## src/rtl/vga_scanout_if.sv

```systemverilog
// rtl/vga_scanout_if.sv - framebuffer read port and VGA pin bundle for vga_scanout
interface vga_scanout_if;
  logic [18:0] ram_address;
  logic [1:0]  ram_read_data;
  logic        hsync;
  logic        vsync;
  logic [3:0]  red;
  logic [3:0]  green;
  logic [3:0]  blue;
  logic        frame_start;

  modport master (
    output ram_address,
    input  ram_read_data,
    output hsync,
    output vsync,
    output red,
    output green,
    output blue,
    output frame_start
  );

  modport slave (
    input  ram_address,
    output ram_read_data,
    input  hsync,
    input  vsync,
    input  red,
    input  green,
    input  blue,
    input  frame_start
  );
endinterface

```

## src/rtl/vga_scanout.sv

```systemverilog
// rtl/vga_scanout.sv - VGA timing generator reading a half-resolution 2-bit framebuffer
module vga_scanout #(
  parameter int          CLK_DIV      = 2,
  parameter int          H_VISIBLE    = 640,
  parameter int          H_FRONT      = 16,
  parameter int          H_SYNC       = 96,
  parameter int          H_BACK       = 48,
  parameter int          V_VISIBLE    = 480,
  parameter int          V_FRONT      = 10,
  parameter int          V_SYNC       = 2,
  parameter int          V_BACK       = 33,
  parameter logic        SYNC_ACTIVE  = 1'b0,
  parameter logic [11:0] COLOR_BG     = 12'h000,
  parameter logic [11:0] COLOR_P1     = 12'hF80,
  parameter logic [11:0] COLOR_P2     = 12'h0AF,
  parameter logic [11:0] COLOR_BORDER = 12'hFFF
) (
  input  logic          clock,
  input  logic          reset,
  vga_scanout_if.master vga
);
  localparam int H_TOTAL = H_VISIBLE + H_FRONT + H_SYNC + H_BACK;
  localparam int V_TOTAL = V_VISIBLE + V_FRONT + V_SYNC + V_BACK;
  localparam int HW      = $clog2(H_TOTAL + 1);
  localparam int VW      = $clog2(V_TOTAL + 1);
  localparam int DW      = (CLK_DIV > 1) ? $clog2(CLK_DIV) : 1;

  localparam logic [HW-1:0] H_LAST   = HW'(H_TOTAL - 1);
  localparam logic [HW-1:0] H_VIS    = HW'(H_VISIBLE);
  localparam logic [HW-1:0] H_SS     = HW'(H_VISIBLE + H_FRONT);
  localparam logic [HW-1:0] H_SE     = HW'(H_VISIBLE + H_FRONT + H_SYNC);
  localparam logic [VW-1:0] V_LAST   = VW'(V_TOTAL - 1);
  localparam logic [VW-1:0] V_VIS    = VW'(V_VISIBLE);
  localparam logic [VW-1:0] V_SS     = VW'(V_VISIBLE + V_FRONT);
  localparam logic [VW-1:0] V_SE     = VW'(V_VISIBLE + V_FRONT + V_SYNC);
  localparam logic [18:0]   FB_STEP  = 19'(H_VISIBLE / 2);
  localparam logic [DW-1:0] DIV_LAST = DW'(CLK_DIV - 1);

  logic [DW-1:0] div;
  logic          tick;
  logic [HW-1:0] h, h_next;
  logic [VW-1:0] v, v_next;
  logic [18:0]   row_base, row_base_next;
  logic [18:0]   addr_next;
  logic          active_next;
  logic          active0, hs0, vs0;
  logic          running;
  logic [11:0]   colour;
  logic [11:0]   rgb;
  logic [18:0]   ram_address_q;
  logic          hsync_q, vsync_q, frame_start_q;

  assign tick = (div == DIV_LAST);

  // Row base walks in steps of one framebuffer row every second screen line.
  always_comb begin
    h_next        = h;
    v_next        = v;
    row_base_next = row_base;
    if (h == H_LAST) begin
      h_next = '0;
      if (v == V_LAST) begin
        v_next        = '0;
        row_base_next = '0;
      end else begin
        v_next = v + VW'(1);
        if (!v_next[0] && (v_next < V_VIS)) begin
          row_base_next = row_base + FB_STEP;
        end
      end
    end else begin
      h_next = h + HW'(1);
    end
  end

  always_comb begin
    active_next = (h_next < H_VIS) && (v_next < V_VIS);
    addr_next   = active_next ? (row_base_next + 19'(h_next >> 1)) : '0;
    active0     = (h < H_VIS) && (v < V_VIS);
    hs0         = ((h >= H_SS) && (h < H_SE)) ? SYNC_ACTIVE : ~SYNC_ACTIVE;
    vs0         = ((v >= V_SS) && (v < V_SE)) ? SYNC_ACTIVE : ~SYNC_ACTIVE;
  end

  always_comb begin
    colour = COLOR_BG;
    case (vga.ram_read_data)
      2'b00:   colour = COLOR_BG;
      2'b01:   colour = COLOR_P1;
      2'b10:   colour = COLOR_P2;
      2'b11:   colour = COLOR_BORDER;
      default: colour = COLOR_BG;
    endcase
  end

  // RAM data for the current position arrives at least one clock before the next tick.
  always_ff @(posedge clock or negedge reset) begin
    if (!reset) begin
      div           <= '0;
      h             <= '0;
      v             <= '0;
      row_base      <= '0;
      ram_address_q <= '0;
      rgb           <= '0;
      hsync_q       <= ~SYNC_ACTIVE;
      vsync_q       <= ~SYNC_ACTIVE;
      frame_start_q <= 1'b0;
      running       <= 1'b0;
    end else begin
      frame_start_q <= 1'b0;
      div           <= tick ? '0 : div + DW'(1);
      if (tick) begin
        h             <= h_next;
        v             <= v_next;
        row_base      <= row_base_next;
        ram_address_q <= addr_next;
        rgb           <= active0 ? colour : 12'h000;
        hsync_q       <= hs0;
        vsync_q       <= vs0;
        running       <= 1'b1;
        frame_start_q <= !running || ((h_next == '0) && (v_next == '0));
      end
    end
  end

  assign vga.ram_address = ram_address_q;
  assign vga.red         = rgb[11:8];
  assign vga.green       = rgb[7:4];
  assign vga.blue        = rgb[3:0];
  assign vga.hsync       = hsync_q;
  assign vga.vsync       = vsync_q;
  assign vga.frame_start = frame_start_q;
endmodule
```

## src/flat_wrapper.sv

```systemverilog
// flat-port wrapper written by rule: the top's interface ports become plain ports
module vga_scanout_flat 
#(
  parameter int          CLK_DIV      = 2,
  parameter int          H_VISIBLE    = 640,
  parameter int          H_FRONT      = 16,
  parameter int          H_SYNC       = 96,
  parameter int          H_BACK       = 48,
  parameter int          V_VISIBLE    = 480,
  parameter int          V_FRONT      = 10,
  parameter int          V_SYNC       = 2,
  parameter int          V_BACK       = 33,
  parameter logic        SYNC_ACTIVE  = 1'b0,
  parameter logic [11:0] COLOR_BG     = 12'h000,
  parameter logic [11:0] COLOR_P1     = 12'hF80,
  parameter logic [11:0] COLOR_P2     = 12'h0AF,
  parameter logic [11:0] COLOR_BORDER = 12'hFFF
)
  (clock, reset, vga_ram_address, vga_ram_read_data, vga_hsync, vga_vsync, vga_red, vga_green, vga_blue, vga_frame_start);
  vga_scanout_if vga_i ();
  input  logic clock;
  input  logic reset;
  output wire logic [$bits(vga_i.ram_address)-1:0] vga_ram_address;
  input wire logic [$bits(vga_i.ram_read_data)-1:0] vga_ram_read_data;
  output wire logic [$bits(vga_i.hsync)-1:0] vga_hsync;
  output wire logic [$bits(vga_i.vsync)-1:0] vga_vsync;
  output wire logic [$bits(vga_i.red)-1:0] vga_red;
  output wire logic [$bits(vga_i.green)-1:0] vga_green;
  output wire logic [$bits(vga_i.blue)-1:0] vga_blue;
  output wire logic [$bits(vga_i.frame_start)-1:0] vga_frame_start;
  assign vga_ram_address = vga_i.ram_address;
  assign vga_i.ram_read_data = vga_ram_read_data;
  assign vga_hsync = vga_i.hsync;
  assign vga_vsync = vga_i.vsync;
  assign vga_red = vga_i.red;
  assign vga_green = vga_i.green;
  assign vga_blue = vga_i.blue;
  assign vga_frame_start = vga_i.frame_start;
  vga_scanout #(.CLK_DIV(CLK_DIV), .H_VISIBLE(H_VISIBLE), .H_FRONT(H_FRONT), .H_SYNC(H_SYNC), .H_BACK(H_BACK), .V_VISIBLE(V_VISIBLE), .V_FRONT(V_FRONT), .V_SYNC(V_SYNC), .V_BACK(V_BACK), .SYNC_ACTIVE(SYNC_ACTIVE), .COLOR_BG(COLOR_BG), .COLOR_P1(COLOR_P1), .COLOR_P2(COLOR_P2), .COLOR_BORDER(COLOR_BORDER)) u_core (.clock(clock), .reset(reset), .vga(vga_i));
endmodule
```

## config.mk

```make
export PLATFORM = sky130hd
export DESIGN_NAME = vga_scanout_flat
export DESIGN_NICKNAME = d
export VERILOG_FILES = /design/src/rtl/vga_scanout_if.sv /design/src/rtl/vga_scanout.sv /design/src/flat_wrapper.sv
export SDC_FILE = /design/constraint.sdc
export NUM_CORES = 1
export LEC_CHECK = 0
export ABC_AREA = 1
export CAP_MARGIN = 20
export CORE_ASPECT_RATIO = 0.5
export CORE_MARGIN = 3
export CORE_UTILIZATION = 58
export DETAILED_ROUTE_END_ITERATION = 7
export DONT_BUFFER_PORTS = 1
export PLACE_DENSITY = 0.73
export SYNTH_ARGS = -nofsm -noshare
export SYNTH_HDL_FRONTEND = slang
export SYNTH_SLANG_ARGS = --single-unit
```

## constraint.sdc

```tcl
create_clock -name clock -period 3.3 [get_ports clock]
set_clock_uncertainty 0.05 [all_clocks]
set_input_delay 0 -clock clock [delete_from_list [all_inputs] [get_ports clock]]
set_output_delay 0 -clock clock [all_outputs]
set_load 0.01 [all_outputs]
```

# ---- Yosys cells after proc, flatten, opt, wreduce, memory -nomap -nowiden
# Index checks and enable logic that the tools add are counted.
dict set report totals {
  register_bits 75
  out_inout_bits 34
  in_bits 4
}
dict set report op_classes {
  eq_ne 5
  muxes 13
  magnitude_cmp 9
  n_reduce_logical 12
  n_addsub 5
}
# operator n
set ops {}
lappend ops {{19-bit 2-to-1 mux} 4}
lappend ops {{12-bit case mux with 4 select lines} 1}
lappend ops {{10-bit by 9-bit < comparator with 1-bit output (second input constant)} 4}
lappend ops {{10-bit < comparator (second input constant)} 3}
lappend ops {{10-bit 2-to-1 mux} 3}
lappend ops {{10-bit by 1-bit adder with 10-bit output (second input constant)} 2}
lappend ops {{10-bit equality test (second input constant)} 2}
lappend ops {{10-bit logical NOT} 2}
lappend ops {{19-bit by 9-bit adder with 19-bit output} 1}
lappend ops {{19-bit by 9-bit adder with 19-bit output (second input constant)} 1}
lappend ops {{12-bit 2-to-1 mux} 1}
lappend ops {{10-bit greater-or-equal comparator (second input constant)} 1}
lappend ops {{10-bit by 9-bit greater-or-equal comparator with 1-bit output (second input constant)} 1}
lappend ops {{1-bit logical AND} 6}
lappend ops {{2-bit equality test (second input constant)} 2}
lappend ops {{1-bit 2-to-1 mux} 4}
lappend ops {{2-bit by 1-bit equality test with 1-bit output (second input constant)} 1}
lappend ops {{1-bit logical NOT} 2}
lappend ops {{2-bit logical NOT} 1}
lappend ops {{1-bit adder (second input constant)} 1}
lappend ops {{1-bit logical OR} 1}

# ---- Depth between registers and ports, before layout
dict set report logic_depth {
  ltp_word 8
  ltp_mapped 24
  depth_no_buf 24
}

# ---- Worst setup path before layout
# No wires, ideal clock.
dict set report synth_timing {
  path_kind {register to register}
  from {reg u_core.v[0]}
  to {reg u_core.ram_address_q[16] (netlist: u_core.vga.ram_address[16])}
  t_required_ns 3.133
  n_path_buf 1
  stages_incl_launch_ff 22
  arrival_time_ns 3.213
  path_slack_ns -0.080
  path_cell_list {dfrtp_1 ha_1 nand3_1 nor2_2 nand2_1 nand2_1 nor2_2 nand3_4 buf_6 and2_2 o21ai_0 a21oi_1 ha_1 inv_1 o311ai_0 a21oi_1 nor2_4 nand2_2 nor2_4 nand3_1 nand3_1 nand2_1}
}
dict set report synth_between {
  elab_chain_len 8
  word_cells_on_any_way 14
  cone_classes {add/sub: 2; order compare: 2; eq/ne: 1; mux: 6; reduce/logical: 3}
}
# item line
set synth_rtl {}
lappend synth_rtl {{start, declared} vga_scanout.sv:42} ;# logic [VW-1:0] v, v_next;
lappend synth_rtl {{start signal, assigned} vga_scanout.sv:113} ;# v <= v_next;
lappend synth_rtl {{10-bit by 1-bit adder with 10-bit output} vga_scanout.sv:66} ;# v_next = v + VW'(1);
lappend synth_rtl {{10-bit by 9-bit < comparator with 1-bit output / 1-bit logical NOT (equally long branches)} vga_scanout.sv:67} ;# if (!v_next[0] && (v_next < V_VIS)) begin
lappend synth_rtl {{1-bit logical AND} vga_scanout.sv:67}
lappend synth_rtl {{19-bit 2-to-1 mux} vga_scanout.sv:67}
lappend synth_rtl {{19-bit 2-to-1 mux *} vga_scanout.sv:62} ;# if (v == V_LAST) begin
lappend synth_rtl {{19-bit 2-to-1 mux *} vga_scanout.sv:60} ;# if (h == H_LAST) begin
lappend synth_rtl {{named net u_core.row_base_next[6]} vga_scanout.sv:43} ;# logic [18:0] row_base, row_base_next;
lappend synth_rtl {{19-bit by 9-bit adder with 19-bit output *} vga_scanout.sv:78} ;# addr_next = active_next ? (row_base_next + 19'(h_next >> 1)) : '0;
lappend synth_rtl {{19-bit 2-to-1 mux *} vga_scanout.sv:78}
lappend synth_rtl {{end signal, assigned} vga_scanout.sv:115} ;# ram_address_q <= addr_next;
lappend synth_rtl {{end, declared} vga_scanout.sv:50} ;# logic [18:0] ram_address_q;
# The timed path passes the listed nets; every way through them passes the cells marked *.
# A chain may end at the register's enable or synchronous reset.

# ---- Final worst setup path
dict set report layout_timing {
  from {reg u_core.h[1]}
  to {reg u_core.ram_address_q[15] (netlist: u_core.vga.ram_address[15])}
}
dict set report layout_between {
  word_cells_on_any_way 10
  cone_classes {add/sub: 2; order compare: 2; eq/ne: 1; mux: 4; reduce/logical: 1}
}
# item line
set layout_rtl {}
lappend layout_rtl {{start, declared} vga_scanout.sv:41} ;# logic [HW-1:0] h, h_next;
lappend layout_rtl {{start signal, assigned} vga_scanout.sv:112} ;# h <= h_next;
lappend layout_rtl {{10-bit equality test} vga_scanout.sv:60}
lappend layout_rtl {{19-bit 2-to-1 mux} vga_scanout.sv:60}
lappend layout_rtl {{named net u_core.row_base_next[2]} vga_scanout.sv:43}
lappend layout_rtl {{19-bit by 9-bit adder with 19-bit output} vga_scanout.sv:78}
lappend layout_rtl {{19-bit 2-to-1 mux} vga_scanout.sv:78}
# The timed path passes the listed nets, and every way through them passes these cells.

==> flow_summary_export.csv <==
group,metric,value,unit
finish,regArea,1680,um^2
finish,fillCellCount,500,
critical_path,reg2regPathDepth,22,
timing,relSlewSlack,62.0,%
critical_path,reg2reg_slack,0.06,ns
timing,finalMaxSlewViolations,0,
global_routing,grt_pass1_wl,18.0,mm
cts,root_buffer,"clkbuf_16",
yosys,yosysSeqAreaShare,37.7,%
cts,cts_buffer_depth,2,
critical_path,critical_path.slowest_cell,"dfrtp_1",
detailed_routing,drc,0,
placed_design,place.gp.congestion,0.924,
finish,final_util,75.4,%
critical_path,crit_path_cell_trace,"ha_2 -> nand2_1 -> inv_2 -> nand2_4 -> nor2_4 -> nand2_4 -> nor2_4 -> buf_6 -> nor2_1 -> ha_1 -> a21oi_1 -> nand2_2 -> a21oi_2 -> o21ai_2 -> a31oi_4 -> nor2_4 -> nand2_2 -> nor2_4 -> nand2_1 -> nand2_1 -> nand3_1 -> nand2_1",
die,dieWidth,130,um
yosys,async_reset_ff_share,100,%
finish,insertedDiodeCount,0,
cts,cts.sinks,67,
critical_path,cp.arrival,3.42,ns
timing,worst_pin_slew,0.569,ns
yosys,synth_top_area_cell,"dfrtp_1",
critical_path,crit_required,3.48,ns
detailed_routing,dr.pass1.iters,5,
finish,nets,659,
finish,area_growth,19.3,%
die,initial_utilization,63.2,%
critical_path,worstSetupPathType,"reg -> reg",
critical_path,critPathLaunch,"u_core.h[1]",
yosys,synth_top_area_share,36.6,%
timing,min_period_over_period,98.2,%
critical_path,start_kind,"register",
yosys,syn_area,4450,um^2
die,dieArea,8820,um^2
global_routing,grt_remaining_overflow,0,
critical_path,crit_path_max_incr_delay,0.39,ns
yosys,synthMostInstantiatedCell,"nand2_1",
pwr,p_total,1.82,mW
critical_path,r2r-start,"u_core.h[1]",
yosys,syn_avg_cell_area,7.36,um^2
global_routing,antenna_found_initial,0,
placed_design,dpl.hpwl,7.45,mm
yosys,syn_nets,624,
pwr,ir_drop,0.000289,V
cts,cts_htree_levels,3,
placed_design,portBuffers,0,
yosys,synth.distinct_cells,47,
detailed_routing,routed_via_density,5.51,
die,ios,38,
yosys,syn-instance-count,604,
yosys,synthFlopType,"dfrtp_1",
finish,multiInputGateArea,2480,um^2
die,die_h,67.9,um
critical_path,r2r-end,"u_core.vga.ram_address[15]",
timing,fmax,309,MHz
yosys,yosysWarnings,0,
cts,clk-insertion-delay-late,0.33,ns
detailed_routing,wire_per_inst,15.3,um
detailed_routing,via_count,4055,
cts,cts_tree,"built",
min_path,min_path_type,"in -> async",
timing,fin_crit,3.24,ns
yosys,ys_top_cells_by_area,"dfrtp_1 (37%), nand2_1 (14%), inv_1 (6.8%)",
run_status,status,"completed",
yosys,yosys-top-cells-count,"nand2_1 (167), inv_1 (80), dfrtp_1 (65), o21ai_0 (58), nand3_1 (38)",
finish,drive_above_1_share,23.1,%
pwr,power_density,343,nW/um^2
pwr,p_leak,2.56,nW
global_routing,grt_pass1_vias,3582,
global_routing,grt_use_total,26.2,%
critical_path,crit_path_end_kind,"register",
flow_run,drv_cap,0,
timing,finalSetupViolCount,0,
timing,hold_viol_final,0,
cts,clk_pin_slew,0.06,ns
cts,cts_buffers,9,
die,fp-row-count,21,
die,core_area,7040,um^2
global_routing,grt_max_degree,68,
yosys,ys_seq_elements,67,
yosys,synth_edf_count,0,
critical_path,critPathCapture,"u_core.vga.ram_address[15]",
detailed_routing,wl,11.2,mm
detailed_routing,ant_nets,0,
critical_path,path_max_fanout,5,
detailed_routing,drt_iter0_markers,373,
timing,rsz0062_at_grt,"true",
==> where the power goes <==
| part | leakage [nW] | total, mW | internal (mW) | switching (mW) |
|---|---|---|---|---|
| clock | 0.152 | 0.962 | 0.610 | 0.352 |
| sequential | 0.887 | 0.832 | 0.825 | 0.00688 |
| combinational | 1.52 | 0.0260 | 0.00749 | 0.0185 |
==> layer usage <==
layer / share of wire [%] / track usage, % / wire, um / up-vias
li1: - / - / - / 2004
met1: 48 / 38.0 / 5380 / 1882
met2: 44 / 39.5 / 4920 / 149
met3: 7.0 / 6.78 / 789 / 20
met4: 1.4 / 6.09 / 155 / 0
met5: 0 / 0 / 0 / -
==> layout by cell type, fill, tap and decap left out, types with 3 or more instances in the layout <==
| master | synthesis | routed |
|---|---|---|
| o21ai_0 | 58 | 53 |
| nand3_2 | 8 | 8 |
| dlygate4sd3_1 | 0 | 4 |
| nor2_2 | 12 | 9 |
| nor4_1 | 4 | 3 |
| inv_1 | 80 | 73 |
| nor3_1 | 10 | 8 |
| nand2_1 | 167 | 162 |
| xor2_1 | 6 | 6 |
| clkbuf_8 | 0 | 5 |
| o21bai_1 | 3 | 3 |
| ha_1 | 15 | 12 |
| clkbuf_16 | 0 | 9 |
| a21oi_2 | 1 | 6 |
| nand2_4 | 1 | 3 |
| a21oi_1 | 17 | 12 |
| nand3_1 | 38 | 37 |
| nor2_1 | 31 | 29 |
| o21ai_2 | 2 | 5 |
| buf_4 | 10 | 41 |
| o21ai_1 | 5 | 7 |
| nor2_4 | 9 | 14 |
| dfrtp_1 | 65 | 63 |
| inv_2 | 5 | 10 |
| nand2_2 | 10 | 13 |
| nand4_1 | 9 | 9 |
==> worst max-delay path: cells and delay by family, from the launching register on <==
| kind | cells | cell delay, ns |
|---|---|---|
| AO/OA/AOI/OAI | 4 | 0.75 |
| flip-flops | 1 | 0.39 |
| adder cells (fa/ha/maj) | 2 | 0.53 |
| buffers and inverters | 2 | 0.22 |
| AND/OR/NAND/NOR | 14 | 1.19 |
==> cell families (layout without fill, tap and decap cells) <==
kind of cell	Yosys count	in the layout	synth area share [%]
buffers and inverters	110	150	10.7
adder cells (fa/ha/maj)	16	16	4.67
AO/OA/AOI/OAI	97	97	12.0
AND/OR/NAND/NOR	306	306	33.3
flip-flops	67	67	37.7
XOR/XNOR	8	8	1.58
==> through the flow <==
| step | hold slack (ns) | setup slack, ns | area [um^2] | TNS (ns) | cells |
|---|---|---|---|---|---|
| finish | 0.165 | 0.0602 | 5310 | 0 | 736 |
| floorplan | -0.346 | 0.00139 | 4450 | 0 | 604 |
| detailed placement | -0.344 | -0.0883 | 4630 | -0.281 | 701 |
| global placement | -0.344 | -0.00153 | 4630 | -0.00153 | 701 |
| CTS | 0.191 | 0.00492 | 5040 | 0 | 724 |
| global route | 0.212 | -0.124 | 5310 | -0.663 | 736 |
==> worst min path at each step <==
stage                     slack [ns]       endpoint  cells after the start  startpoint
after floorplan                -0.35     u_core.div                      0       reset
after global placement         -0.34  u_core.rgb[6]                      0       reset
after detailed placement       -0.34  u_core.rgb[5]                      0       reset
after CTS                       0.19    u_core.v[6]                      2       reset
after global routing            0.21    u_core.v[5]                      2       reset
final                           0.16    u_core.v[5]                      2       reset
==> flip-flops by register name (all words and copies together) (netlist names) <==
signal and count:
u_core.div 1, u_core.h 10, u_core.rgb 4, u_core.row_base 19
u_core.running 1, u_core.v 10, u_core.vga.frame_start 1, u_core.vga.hsync 1
u_core.vga.ram_address 19, u_core.vga.vsync 1
==> layout make-up <==
class / count / area share (%)
repair buffers: 48 / 7.50
multi-input cells: 427 / 46.8
inverters: 86 / 6.18
clock buffers: 15 / 5.61
clock inverters: 1 / 0.0943
flip-flops and latches: 67 / 31.7
well taps: 92 / 2.17
==> repair_timing <==
action,in CTS,in global routing
endpoints found under the hold margin,71,0
setup buffers,2,12
resized for setup,9,47
hold buffers,5,0
pin swaps,8,31
setup endpoints to repair,8,10
Note: power is estimated with default switching activity, not from simulation.
